<file path="src/rtl/mips.sv">
// mips: multi-cycle 32-bit MIPS-I subset core with separate instruction and
// data memory ports. One FSM pass per instruction: fetch, decode, execute and,
// when needed, memory access and register write-back.
module mips (
    input  logic        IM_CLK,
    input  logic        Z_R,
    input  logic        DM_CLK,
    output logic [31:0] IM_ADDR,
    input  logic [31:0] IM_DATA,
    output logic        DM_WE,
    output logic [31:0] DM_ADDR,
    output logic [31:0] DM_WR_DATA,
    input  logic [31:0] DM_RD_DATA
);

    localparam logic [5:0] OP_RTYPE = 6'h00;
    localparam logic [5:0] OP_J     = 6'h02;
    localparam logic [5:0] OP_BEQ   = 6'h04;
    localparam logic [5:0] OP_BNE   = 6'h05;
    localparam logic [5:0] OP_ADDI  = 6'h08;
    localparam logic [5:0] OP_ADDIU = 6'h09;
    localparam logic [5:0] OP_SLTI  = 6'h0a;
    localparam logic [5:0] OP_ANDI  = 6'h0c;
    localparam logic [5:0] OP_ORI   = 6'h0d;
    localparam logic [5:0] OP_XORI  = 6'h0e;
    localparam logic [5:0] OP_LUI   = 6'h0f;
    localparam logic [5:0] OP_LW    = 6'h23;
    localparam logic [5:0] OP_SW    = 6'h2b;

    localparam logic [5:0] FN_SLL  = 6'h00;
    localparam logic [5:0] FN_SRL  = 6'h02;
    localparam logic [5:0] FN_ADD  = 6'h20;
    localparam logic [5:0] FN_ADDU = 6'h21;
    localparam logic [5:0] FN_SUB  = 6'h22;
    localparam logic [5:0] FN_SUBU = 6'h23;
    localparam logic [5:0] FN_AND  = 6'h24;
    localparam logic [5:0] FN_OR   = 6'h25;
    localparam logic [5:0] FN_XOR  = 6'h26;
    localparam logic [5:0] FN_NOR  = 6'h27;
    localparam logic [5:0] FN_SLT  = 6'h2a;
    localparam logic [5:0] FN_SLTU = 6'h2b;

    typedef enum logic [2:0] {
        FETCH  = 3'd0,
        DECODE = 3'd1,
        EXEC   = 3'd2,
        MEM    = 3'd3,
        WB     = 3'd4
    } state_t;

    // True for every opcode/funct this core implements; anything else is a NOP.
    function automatic logic is_supported(input logic [31:0] instr);
        logic ok;
        ok = 1'b0;
        case (instr[31:26])
            OP_RTYPE: begin
                case (instr[5:0])
                    FN_SLL, FN_SRL, FN_ADD, FN_ADDU, FN_SUB, FN_SUBU,
                    FN_AND, FN_OR, FN_XOR, FN_NOR, FN_SLT, FN_SLTU: ok = 1'b1;
                    default: ok = 1'b0;
                endcase
            end
            OP_J, OP_BEQ, OP_BNE, OP_ADDI, OP_ADDIU, OP_SLTI, OP_ANDI,
            OP_ORI, OP_XORI, OP_LUI, OP_LW, OP_SW: ok = 1'b1;
            default: ok = 1'b0;
        endcase
        return ok;
    endfunction

    state_t      state_r, next_state_s;
    logic [31:0] pc_r, ir_r, a_r, b_r, alu_out_r, mdr_r;
    logic        dm_we_r;
    logic [31:0] regs_r [32];

    logic [5:0]  op_s, funct_s;
    logic [4:0]  rt_s, rd_s, shamt_s, wb_addr_s;
    logic [31:0] sext_s, zext_s, alu_result_s, branch_target_s, jump_target_s;
    logic [31:0] rs_data_s, rt_data_s, wb_data_s;
    logic        branch_taken_s;
    logic        unused_s;

    // DM_CLK shares the IM_CLK net and carries no information of its own.
    assign unused_s = DM_CLK;

    assign op_s    = ir_r[31:26];
    assign rt_s    = ir_r[20:16];
    assign rd_s    = ir_r[15:11];
    assign shamt_s = ir_r[10:6];
    assign funct_s = ir_r[5:0];
    assign sext_s  = {{16{ir_r[15]}}, ir_r[15:0]};
    assign zext_s  = {16'h0000, ir_r[15:0]};

    // pc_r already points past the branch when EXEC runs.
    assign branch_target_s = pc_r + {sext_s[29:0], 2'b00};
    assign jump_target_s   = {pc_r[31:28], ir_r[25:0], 2'b00};
    assign branch_taken_s  = ((op_s == OP_BEQ) && (a_r == b_r)) ||
                             ((op_s == OP_BNE) && (a_r != b_r));

    // Register 0 reads as zero regardless of array contents.
    assign rs_data_s = (IM_DATA[25:21] == 5'd0) ? 32'h0000_0000 : regs_r[IM_DATA[25:21]];
    assign rt_data_s = (IM_DATA[20:16] == 5'd0) ? 32'h0000_0000 : regs_r[IM_DATA[20:16]];

    assign wb_addr_s = (op_s == OP_RTYPE) ? rd_s : rt_s;
    assign wb_data_s = (op_s == OP_LW) ? mdr_r : alu_out_r;

    assign IM_ADDR    = pc_r;
    assign DM_ADDR    = alu_out_r;
    assign DM_WR_DATA = b_r;
    assign DM_WE      = dm_we_r;

    // ALU: result for R-type, I-type ALU ops and load/store effective address.
    always_comb begin
        alu_result_s = 32'h0000_0000;
        case (op_s)
            OP_RTYPE: begin
                case (funct_s)
                    FN_ADD, FN_ADDU: alu_result_s = a_r + b_r;
                    FN_SUB, FN_SUBU: alu_result_s = a_r - b_r;
                    FN_AND:          alu_result_s = a_r & b_r;
                    FN_OR:           alu_result_s = a_r | b_r;
                    FN_XOR:          alu_result_s = a_r ^ b_r;
                    FN_NOR:          alu_result_s = ~(a_r | b_r);
                    FN_SLT:          alu_result_s = ($signed(a_r) < $signed(b_r)) ? 32'd1 : 32'd0;
                    FN_SLTU:         alu_result_s = (a_r < b_r) ? 32'd1 : 32'd0;
                    FN_SLL:          alu_result_s = b_r << shamt_s;
                    FN_SRL:          alu_result_s = b_r >> shamt_s;
                    default:         alu_result_s = 32'h0000_0000;
                endcase
            end
            OP_ADDI, OP_ADDIU, OP_LW, OP_SW: alu_result_s = a_r + sext_s;
            OP_SLTI: alu_result_s = ($signed(a_r) < $signed(sext_s)) ? 32'd1 : 32'd0;
            OP_ANDI: alu_result_s = a_r & zext_s;
            OP_ORI:  alu_result_s = a_r | zext_s;
            OP_XORI: alu_result_s = a_r ^ zext_s;
            OP_LUI:  alu_result_s = {ir_r[15:0], 16'h0000};
            default: alu_result_s = 32'h0000_0000;
        endcase
    end

    // FSM next-state selection.
    always_comb begin
        next_state_s = state_r;
        case (state_r)
            FETCH: next_state_s = DECODE;
            DECODE: begin
                if (is_supported(IM_DATA)) begin
                    next_state_s = EXEC;
                end else begin
                    next_state_s = FETCH;
                end
            end
            EXEC: begin
                case (op_s)
                    OP_RTYPE, OP_ADDI, OP_ADDIU, OP_SLTI, OP_ANDI,
                    OP_ORI, OP_XORI, OP_LUI: next_state_s = WB;
                    OP_LW, OP_SW:            next_state_s = MEM;
                    default:                 next_state_s = FETCH;
                endcase
            end
            MEM: begin
                if (op_s == OP_LW) begin
                    next_state_s = WB;
                end else begin
                    next_state_s = FETCH;
                end
            end
            WB:      next_state_s = FETCH;
            default: next_state_s = FETCH;
        endcase
    end

    // FSM state register.
    always_ff @(posedge IM_CLK or negedge Z_R) begin
        if (!Z_R) begin
            state_r <= FETCH;
        end else begin
            state_r <= next_state_s;
        end
    end

    // Datapath registers; the store strobe is raised for the MEM cycle only.
    always_ff @(posedge IM_CLK or negedge Z_R) begin
        if (!Z_R) begin
            pc_r      <= 32'h0000_0000;
            ir_r      <= 32'h0000_0000;
            a_r       <= 32'h0000_0000;
            b_r       <= 32'h0000_0000;
            alu_out_r <= 32'h0000_0000;
            mdr_r     <= 32'h0000_0000;
            dm_we_r   <= 1'b0;
        end else begin
            dm_we_r <= 1'b0;
            case (state_r)
                FETCH: pc_r <= pc_r + 32'd4;
                DECODE: begin
                    ir_r <= IM_DATA;
                    a_r  <= rs_data_s;
                    b_r  <= rt_data_s;
                end
                EXEC: begin
                    alu_out_r <= alu_result_s;
                    if (branch_taken_s) begin
                        pc_r <= branch_target_s;
                    end else if (op_s == OP_J) begin
                        pc_r <= jump_target_s;
                    end
                    if (op_s == OP_SW) begin
                        dm_we_r <= 1'b1;
                    end
                end
                MEM: begin
                    if (op_s == OP_LW) begin
                        mdr_r <= DM_RD_DATA;
                    end
                end
                default: ;
            endcase
        end
    end

    // Register file: cleared on reset, written in WB, register 0 never written.
    always_ff @(posedge IM_CLK or negedge Z_R) begin
        if (!Z_R) begin
            for (int i = 0; i < 32; i++) begin
                regs_r[i] <= 32'h0000_0000;
            end
        end else if ((state_r == WB) && (wb_addr_s != 5'd0)) begin
            regs_r[wb_addr_s] <= wb_data_s;
        end
    end

endmodule

</file>
<file path="config.mk">
export PLATFORM = sky130hd
export DESIGN_NAME = mips
export DESIGN_NICKNAME = d
export VERILOG_FILES = /design/src/rtl/mips.sv
export SDC_FILE = /design/constraint.sdc
export NUM_CORES = 2
export LEC_CHECK = 0
export BUFFER_PORTS_ARGS = -buffer_cell sky130_fd_sc_hd__buf_2
export CAP_MARGIN = 20
export CORE_ASPECT_RATIO = 1.2
export CORE_MARGIN = 2
export CORE_UTILIZATION = 59
export DETAILED_ROUTE_END_ITERATION = 12
export PLACE_DENSITY = 0.83
export SYNTH_ARGS = -nofsm -noshare
export SYNTH_HDL_FRONTEND = slang
export SYNTH_SLANG_ARGS = --single-unit
export TNS_END_PERCENT = 20
</file>
<file path="constraint.sdc">
create_clock -name IM_CLK -period 11.2 [get_ports IM_CLK]
set_input_delay 1.12 -clock IM_CLK [delete_from_list [all_inputs] [get_ports IM_CLK]]
set_output_delay 1.12 -clock IM_CLK [all_outputs]
set_load 0.005 [all_outputs]
</file>
==> flow_metrics.py <==
metrics = {
    "worst_setup_path": {
        "required_ns": 11.89,
        "crit_path_top_delay_cell": "nor4_2",
        "worstPathMaxFanout": 30,
        "cp_data_arrival_time_ns": 6.79,
        "ff2ff_setup_slack_ns": 5.10,
        "max_stage_delay_ns": 0.92,
        "crit_family": "simple AND/OR/NAND/NOR gates",
        "timing.critical_path.from_type": "register",
        "crit_path_cell_trace": "inv_1 > ha_1 > nor4_2 > nand4_1 > nor4b_4 > xnor2_1 > or4_1 > a21o_1 > nand2_1 > o311ai_0 > a21oi_1",
        "worst-setup-path-type": "reg -> reg",
        "cp-end-kind": "register",
        "critPathBufInv": 1,
    },
    "timing": {
        "max_freq_mhz": 164,
        "tightestPinTransition_ns": 1.25,
        "finalSetupViolCount": 0,
        "fin_setup_tns_ns": 0,
        "fin_crit_sh_pct": 54.5,
        "finalClockSkew_ns": 0.0445,
        "rsz0062_at_grt": "false",
        "hold_slack_ns": 0.398,
        "hold_viol": 0,
        "maxSlewHeadroom_pct": 16.6,
        "fin_crit_ns": 6.10,
        "drv_slew": 0,
    },
    "clock_network": {
        "hold_buffers": 0,
        "cts.repair.resized": 0,
        "cts_setup_buffers": 0,
        "clockBufferDepth": 3,
        "cts.sinks": 1218,
        "cts_tree": "yes",
        "cts_root_buf": "clkbuf_16",
        "cts_made_buffers": 121,
        "h-tree-depth": 3,
        "clk_pin_slew_worst_paths_ns": 0.06,
        "clk_latency_ns": 0.77,
    },
    "global_routing": {
        "overflow": 0,
        "grt_max_degree": 191,
        "grt_first_pass_wirelength_um": 418000,
        "grtUsageTotal_pct": 43.6,
        "grt_pass1_vias": 67300,
        "antenna_found_initial": 17,
    },
    "logic_synthesis": {
        "ys_seq_elements": 1218,
        "synth_area_leader_cell": "dfrtp_1",
        "synth_cell_types": 86,
        "syn-cell-area_um2": 74100,
        "synth_common_cells": "1218 x dfrtp_1, 1111 x a21oi_1, 875 x nor2_1",
        "yosys-top-cells-area": "dfrtp_1 41%, mux4_2 8.3%, a21oi_1 7.5%, mux2i_1 6.6%, o21ai_0 5.8%",
        "async_reset_ff_share_pct": 100,
        "synth-edff-count": 0,
        "synthesis.instances": 8077,
        "synth.top_cell.area_share_pct": 41.2,
        "synth_flop_cell": "dfrtp_1",
        "syn_area_per_cell_um2": 9.17,
        "yosysMostFrequentCell": "dfrtp_1",
        "ys_seq_area_share_pct": 41.2,
        "yosysWarnings": 0,
    },
    "die": {
        "rows": 142,
        "die_area_um2": 128000,
        "io_pins": 164,
        "die_w_um": 327,
        "die_h_um": 392,
        "core_region_area_um2": 125000,
        "initial_core_util_pct": 59.4,
    },
    "placed_design": {
        "io_buffer_count": 160,
        "dpl.hpwl_um": 174000,
        "gp_congestion": 1.07,
    },
    "pwr": {
        "internal-power_w": 0.00940,
        "switching_share_pct": 43.4,
        "p_sw_w": 0.00722,
        "peakVddDrop_mv": 0.230,
        "clock_power_share_pct": 26.3,
        "p_seq_share_pct": 31.7,
        "leakage_nw": 35.2,
        "power_density_nw_per_um2": 207,
        "pwr-share-comb_pct": 42.0,
        "finalPower_w": 0.0166,
    },
    "routing": {
        "via_per_inst": 7.15,
        "routed_wl_um": 285000,
        "drtIter0Drc": 8985,
        "drc": 0,
        "wl_per_cell_um": 29.8,
        "final_antenna_net_count": 0,
        "via_count": 68200,
        "first_pass_iters": 9,
    },
    "finish": {
        "final_nets": 8042,
        "final_layout_size_suffix_gt1_share_pct": 13.5,
        "syn2layout_area_growth_pct": 8.17,
        "fin_util_pct": 64.2,
    },
    "status": {
        "outcome": "finished clean",
    },
    "flow_run": {
        "maxCapViolCount": 0,
    },
    "worst_hold_path": {
        "hp-class": "in -> async",
    },
}
## worst paths after layout
kind | from | to | depth (start not counted)
worst max-delay path | DM_WR_DATA[28] | IM_ADDR[21] | 11
worst min-delay path | Z_R | DM_ADDR[3] | 1
worst max register to register | DM_WR_DATA[28] | IM_ADDR[21] | 11
worst min register to register | regs_r[1022] | regs_r[1022] | 0
max in group asynchronous | Z_R | regs_r[252] | 3
min in group IM_CLK | regs_r[1022] | regs_r[1022] | 0
## stage by stage
| stage | cells | setup slack [ns] | instance area (µm²) |
|---|---|---|---|
| after floorplan | 8078 | 6.97 | 74100 |
| after global placement | 9299 | 5.42 | 75900 |
| after detailed placement | 9299 | 5.39 | 75900 |
| after CTS | 9528 | 5.33 | 80100 |
| after global routing | 9532 | 5.10 | 80100 |
| final | 9535 | 5.10 | 80100 |
## layout by cell type (no fill, tap or decap), types with 24 or more instances in the layout
cell type	synthesis	final
a21oi_1	1111	1111
ha_1	205	205
mux4_2	274	274
o211ai_1	24	24
inv_1	155	154
mux2i_1	489	457
o221ai_1	143	143
and3_1	24	24
buf_2	8	149
clkbuf_16	0	122
nor3_1	129	128
buf_4	2	145
a221oi_1	26	26
a211oi_1	66	66
o22ai_1	219	219
a21o_1	35	35
nor2_1	875	859
dfrtp_1	1218	1212
mux2_2	172	172
mux2i_2	0	30
xnor2_1	47	47
o21ai_0	854	854
clkbuf_1	654	29
nand2_1	789	774
nand3_1	63	62
a31oi_1	27	27
## worst register-to-register path: cells and delay by family, from the launching register on
family | cells | cell delay, ns
buffers and inverters | 1 | 0.15
xor gates and xnor gates | 1 | 0.16
adders and majority gates | 1 | 0.56
AOI/OAI and AO/OA | 3 | 0.84
and+or+nand+nor | 5 | 3.74
DFF | 1 | 0.57
## cell type report
cell class	count	area, µm²
Antenna cell	7	17.5
Clock buffer	174	3480
Multi-Input combinational cell	5957	40600
Tap cell	1656	2070
Inverter	159	597
Clock inverter	55	732
Timing Repair Buffer	309	2110
Sequential cell	1218	30500
Fill cell	9837	44600
## logic make-up (layout without fill, tap and decap cells)
logic type / after synthesis / count (layout) / synth area share (%)
multiplexers: 935 / 935 / 17.6
AO/OA/AOI/OAI: 2716 / 2716 / 21.0
flip-flops: 1218 / 1218 / 41.2
AND/OR/NAND/NOR: 2033 / 2033 / 11.4
other: 1 / 9 / 0.00506
XOR/XNOR: 62 / 62 / 0.733
buffers and inverters: 903 / 697 / 4.63
adder cells (fa/ha/maj): 209 / 209 / 3.57
## registers in the layout (all words and copies together) (netlist names)
name	count
DM_ADDR	32
DM_WE	1
DM_WR_DATA	32
IM_ADDR	30
a_r	32
ir_r	32
mdr_r	32
regs_r	1024
state_r	3
## per-layer routing
layer	share of wire, %	vias to the layer above	wire length [µm]	global-route usage, %
met4	9.0	20	25700	34.5
met3	12	1527	35000	12.3
li1	-	28700	-	-
met5	0.047	-	133	0
met1	34	33000	97800	52.4
met2	44	4924	126000	66.2
## power groups by stage
stage,clock network (W),logic (W),registers (W)
after floorplan,0,0.00439,0.00509
after global placement,0,0.00668,0.00529
after detailed placement,0,0.00671,0.00532
after CTS,0.00436,0.00674,0.00524
after global routing,0.00454,0.00738,0.00529
final,0.00437,0.00699,0.00527
No activity file was read; power rests on OpenSTA's default activity.
